$ cat src/rtl/cpu_types_pkg.sv
// Shared CPU types: data word, RAM handshake state, and memory arbiter grant state.
package cpu_types_pkg;

    typedef logic [31:0] word_t;

    typedef enum logic [1:0] {
        FREE   = 2'b00,
        BUSY   = 2'b01,
        ACCESS = 2'b10,
        ERROR  = 2'b11
    } ramstate_t;

    typedef enum logic [1:0] {
        IDLE   = 2'b00,
        IGRANT = 2'b01,
        DGRANT = 2'b10
    } arb_state_t;

    localparam int    ARB_TIMEOUT_DEFAULT  = 255;
    localparam word_t ARB_ERR_WORD_DEFAULT = 32'hBAD1BAD1;

endpackage

$ cat src/rtl/mem_arb_watchdog.sv
// Saturating grant-cycle counter. Flags expiry once TIMEOUT cycles pass without a RAM access.
module mem_arb_watchdog #(
    parameter int TIMEOUT = 255
) (
    input  logic CLK,
    input  logic nRST,
    input  logic clr,
    input  logic inc,
    output logic expired
);

    localparam int             W  = (TIMEOUT < 2) ? 1 : $clog2(TIMEOUT + 1);
    localparam logic [W-1:0]   TC = W'(TIMEOUT);

    logic [W-1:0] cnt;

    always_ff @(posedge CLK or negedge nRST) begin
        if (!nRST) begin
            cnt <= '0;
        end else if (clr) begin
            cnt <= '0;
        end else if (inc && (cnt != TC)) begin
            cnt <= cnt + 1'b1;
        end
    end

    assign expired = (cnt == TC);

endmodule

$ cat src/rtl/mem_arbiter.sv
// Arbitrates the single RAM port between icache and dcache, with a watchdog abort.
// Optional round-robin tie-break enabled by defining ARB_RR_EN (default: dcache priority).
//
// state  | meaning
// IDLE   | no owner; RAM idle; turnaround cycle after every grant
// IGRANT | icache owns the RAM port (read)
// DGRANT | dcache owns the RAM port (read or write)
module mem_arbiter
    import cpu_types_pkg::*;
#(
    parameter int          TIMEOUT  = ARB_TIMEOUT_DEFAULT,
    parameter logic [31:0] ERR_WORD = ARB_ERR_WORD_DEFAULT
) (
    input  logic        CLK,
    input  logic        nRST,
    input  logic        iREN,
    input  logic [31:0] iaddr,
    output logic [31:0] iload,
    output logic        iwait,
    input  logic        dREN,
    input  logic        dWEN,
    input  logic [31:0] daddr,
    input  logic [31:0] dstore,
    output logic [31:0] dload,
    output logic        dwait,
    output logic        ramREN,
    output logic        ramWEN,
    output logic [31:0] ramaddr,
    output logic [31:0] ramstore,
    input  logic [31:0] ramload,
    input  logic [1:0]  ramstate,
    output logic        arb_err
);

    arb_state_t state, next_state;
    ramstate_t  rs;

    logic d_req;
    logic granted;
    logic owner_req;
    logic access;
    logic done;
    logic abort;
    logic expired;
    logic pick_d;

    assign rs        = ramstate_t'(ramstate);
    assign d_req     = dREN | dWEN;
    assign granted   = (state != IDLE);
    assign owner_req = ((state == IGRANT) & iREN) | ((state == DGRANT) & d_req);
    assign access    = (rs == ACCESS);
    assign done      = owner_req & access;
    // A completed access beats a simultaneous watchdog expiry.
    assign abort     = owner_req & ~access & ((rs == ERROR) | expired);

    mem_arb_watchdog #(
        .TIMEOUT (TIMEOUT)
    ) u_watchdog (
        .CLK     (CLK),
        .nRST    (nRST),
        .clr     (~granted),
        .inc     (granted & ~access),
        .expired (expired)
    );

`ifdef ARB_RR_EN
    logic last_d;

    always_ff @(posedge CLK or negedge nRST) begin
        if (!nRST) begin
            last_d <= 1'b0;
        end else if (done | abort) begin
            last_d <= (state == DGRANT);
        end
    end

    assign pick_d = d_req & (~iREN | ~last_d);
`else
    assign pick_d = d_req;
`endif

    always_ff @(posedge CLK or negedge nRST) begin
        if (!nRST) begin
            arb_err <= 1'b0;
        end else if (abort) begin
            arb_err <= 1'b1;
        end
    end

    always_ff @(posedge CLK or negedge nRST) begin
        if (!nRST) begin
            state <= IDLE;
        end else begin
            state <= next_state;
        end
    end

    always_comb begin
        next_state = state;
        case (state)
            IDLE: begin
                if (pick_d) begin
                    next_state = DGRANT;
                end else if (iREN) begin
                    next_state = IGRANT;
                end
            end
            IGRANT, DGRANT: begin
                // Dropped request, completion and abort all return through IDLE.
                if (!owner_req || done || abort) begin
                    next_state = IDLE;
                end
            end
            default: next_state = IDLE;
        endcase
    end

    always_comb begin
        ramREN   = 1'b0;
        ramWEN   = 1'b0;
        ramaddr  = '0;
        ramstore = '0;
        iload    = '0;
        dload    = '0;
        case (state)
            IGRANT: begin
                ramREN  = 1'b1;
                ramaddr = iaddr;
                iload   = abort ? ERR_WORD : ramload;
            end
            DGRANT: begin
                ramREN   = dREN & ~dWEN;
                ramWEN   = dWEN;
                ramaddr  = daddr;
                ramstore = dstore;
                dload    = abort ? ERR_WORD : ramload;
            end
            default: ;
        endcase
        iwait = iREN  & ~((state == IGRANT) & (done | abort));
        dwait = d_req & ~((state == DGRANT) & (done | abort));
    end

endmodule

$ cat config.mk
export PLATFORM = sky130hd
export DESIGN_NAME = mem_arbiter
export DESIGN_NICKNAME = d
export VERILOG_FILES = /design/src/rtl/cpu_types_pkg.sv /design/src/rtl/mem_arb_watchdog.sv /design/src/rtl/mem_arbiter.sv
export SDC_FILE = /design/constraint.sdc
export NUM_CORES = 1
export LEC_CHECK = 0
export CORE_AREA = 2 2 104 106
export DETAILED_ROUTE_END_ITERATION = 7
export DIE_AREA = 0 0 106 108
export HOLD_SLACK_MARGIN = 0.06
export SYNTH_ARGS = -nofsm -noshare
export SYNTH_HDL_FRONTEND = slang
export SYNTH_SLANG_ARGS = --single-unit
$ cat constraint.sdc
create_clock -name CLK -period 1.95 [get_ports CLK]
set_input_delay 0.2925 -clock CLK [delete_from_list [all_inputs] [get_ports CLK]]
set_output_delay 0.2925 -clock CLK [all_outputs]
set_load 0.1 [all_outputs]
==> impl_metrics.env <==
export IMPL_grt_start_max_net_pins=35
export IMPL_fin_nets=711
export IMPL_nFillCells=634
export IMPL_drc=0
export IMPL_failed_checks="negative setup slack"
export IMPL_gp_congestion=0.7898
export IMPL_yosys_register_bits=11
export IMPL_synthMuxAreaShare_pct=0.5309
export IMPL_grt_remaining_overflow=0
export IMPL_track_usage_pct=22.45
export IMPL_ir_worst_vdd_mv=1.351
export IMPL_r2r_slack_ns=0
export IMPL_wl_per_cell_um=21.69
export IMPL_ctsRootBufferMaster="clkbuf_8"
export IMPL_rsz0062_at_grt="true"
export IMPL_p_leak_nw=3.031
export IMPL_routed_wl_um=15340
export IMPL_postSynthCellCount=265
export IMPL_r2r_end="state[1]$_DFFE_PN0P_"
export IMPL_cts_clk_slew_worst_paths_ns=0.05
export IMPL_fin_hold_ws_ns=0.3840
export IMPL_status="finished with violations"
export IMPL_io_pin_count=268
export IMPL_layout_commonest_cell="buf_12"
export IMPL_syn_nets=404
export IMPL_start_util_pct=18.43
export IMPL_async_reset_ff_share_pct=100.0
export IMPL_multi_input_area_um2=2405
export IMPL_power_w=0.01466
export IMPL_skew_ns=0.003104
export IMPL_drv_cap=0
export IMPL_core_um2=10230
export IMPL_fmax_ghz=0.4448
export IMPL_vias=3373
export IMPL_post_route_cell_area_um2=7868
export IMPL_synth_edf_count=0
export IMPL_avgSynthCellArea_um2=7.115
export IMPL_antenna_found_initial=0
export IMPL_worst_slew_pin_transition_ns=0.4902
export IMPL_worstSetupStartpoint="u_watchdog.cnt[0]$_DFFE_PN0P_"
export IMPL_die_area_um2=11450
export IMPL_slew_violations=0
export IMPL_cts_sinks=11
export IMPL_cts_inserted_buffers=3
export IMPL_reg2reg_from="state[0]$_DFFE_PN0P_"
export IMPL_cts_tree="built"
export IMPL_maxSlewHeadroom_pct=67.22
export IMPL_ff2ff_path_depth=7
export IMPL_hold_viol=0
export IMPL_grt_pass1_vias=3499
export IMPL_fin_util_pct=76.90
export IMPL_first_iter_violations=141
export IMPL_fin_ws_ns=-0.2980
export IMPL_synth_compound_area_share_pct=34.44
export IMPL_ys_types=42
export IMPL_synthAdderAreaFrac_pct=2.654
export IMPL_grt_pass1_wl_um=19950
export IMPL_synth_top_family_by_area="simple AND/OR/NAND/NOR gates"
export IMPL_final_cell_mix="buf_12 (144), clkdlybuf4s50_1 (131), o21a_4 (36)"
export IMPL_rows=37
export IMPL_clock_path_buffers=2
export IMPL_antennaDiodeCount=0
export IMPL_area_growth_pct=317.3
export IMPL_crit_fanout=7
export IMPL_placed_area_um2=6830
export IMPL_startpoint_type="register"
export IMPL_die_x_um=106
export IMPL_vias_per_cell=4.771
export IMPL_hpwl_um=10600
export IMPL_synth_main_ff_cell="dfrtp_1"
export IMPL_power_density_nw_per_um2=1863
export IMPL_synth_warnings=0
export IMPL_synth_simple_area_share_pct=35.97
export IMPL_htreeDepth=1
export IMPL_final_seq_area_um2=275.3
export IMPL_ys_seq_area_share_pct=14.60
export IMPL_die_h_um=108
export IMPL_synth_xor_xnor_area_share_pct=2.322
export IMPL_worstPathArrival_ns=1.96
export IMPL_dr_pass1_iters=4
export IMPL_clk_latency_ns=0.24
export IMPL_cp_required_ns=1.66
export IMPL_cp_end_kind="output port"
export IMPL_ant_nets=0
export IMPL_setup_worst_path_class="reg -> out"
export IMPL_drive_gt1_share_pct=65.50
export IMPL_layout_min_cycle_time_ns=2.248
export IMPL_setup_viol=130
export IMPL_netlist_area_um2=1886
export IMPL_io_buffer_count=267
export IMPL_fin_crit_sh_pct=115.3
export IMPL_hold_path_class="in -> async"
[routing by layer]
| metal | GRT usage [%] | wire length (µm) | vias to the layer above |
|---|---|---|---|
| li1 | - | - | 1565 |
| met1 | 23.89 | 5422 | 1602 |
| met2 | 42.26 | 8295 | 180 |
| met3 | 6.932 | 1186 | 26 |
| met4 | 7.237 | 433 | 0 |
| met5 | 0 | 0 | - |
[cell type report]
cell class	count	share of cell area (%)
multi-input combinational	219	30.57
inverter	6	0.4453
sequential	11	3.499
clock buffer	4	0.5725
timing repair buffer	331	62.75
tap	136	2.163
[synthesized netlist by cell type, types with 3 or more instances]
library cell | n | area, µm²
nor2_1 | 41 | 153.9
o21a_1 | 37 | 277.8
and2_1 | 35 | 219.0
a22oi_1 | 34 | 255.2
and3_1 | 29 | 181.4
clkbuf_1 | 19 | 71.32
dfrtp_1 | 11 | 275.3
buf_6 | 6 | 67.56
inv_1 | 5 | 18.77
ha_1 | 4 | 50.05
nand2_1 | 4 | 15.01
xor2_1 | 4 | 35.03
a21oi_1 | 3 | 15.01
[flip-flops by register name (all words and copies together) (netlist names)]
name / count
arb_err: 1
state: 2
u_watchdog.cnt: 8
[per-stage QoR]
stage / instances / setup TNS, ns / setup WS, ns
after floorplan: 265 / -0.2214 / -0.1310
after global placement: 663 / -20.01 / -0.3332
after detailed placement: 663 / -20.68 / -0.3511
after CTS: 693 / -23.38 / -0.3024
after global routing: 707 / -27.34 / -0.3709
final: 707 / -19.66 / -0.2980
[logic make-up (layout without fill, tap and decap cells)]
| kind of cell | after synthesis | in the layout |
|---|---|---|
| muxes | 1 | 1 |
| DFF | 11 | 11 |
| and+or+nand+nor | 122 | 122 |
| adders and majority gates | 4 | 4 |
| buffers and inverters | 35 | 341 |
| AOI/OAI and AO/OA | 87 | 87 |
| xor gates and xnor gates | 5 | 5 |
[worst max path at each step]
stage	to	slack, ns	cells after the start
CTS	dload[26]	-0.30	9
floorplan	dload[9]	-0.13	7
global placement	dload[1]	-0.33	7
detailed placement	dload[7]	-0.35	7
global route	dload[30]	-0.37	9
finish	iload[5]	-0.30	9
[what timing repair did]
item,CTS,global route
endpoints found under the setup margin,100,133
gates cloned,10,8
buffers inserted,16,11
pin swaps,43,19
hold buffers,0,0
gates resized for setup,37,79
[power by group]
| part | internal, W | leakage [nW] | switching [W] |
|---|---|---|---|
| combinational | 0.00561 | 2.86 | 0.00851 |
| sequential | 0.000267 | 0.144 | 0.0000389 |
| clock | 0.000144 | 0.0228 | 0.0000871 |
| total | 0.00602 | 3.03 | 0.00863 |
[worst max-delay path: stages, from the launching register on]
cell	delay [ns]
dfrtp_1	0.38
ha_2	0.21
nand4_4	0.11
nor3_4	0.05
buf_6	0.12
o21ai_4	0.18
buf_6	0.16
buf_16	0.12
and3_4	0.20
buf_12	0.17
Power figures use the tool's default switching activity.
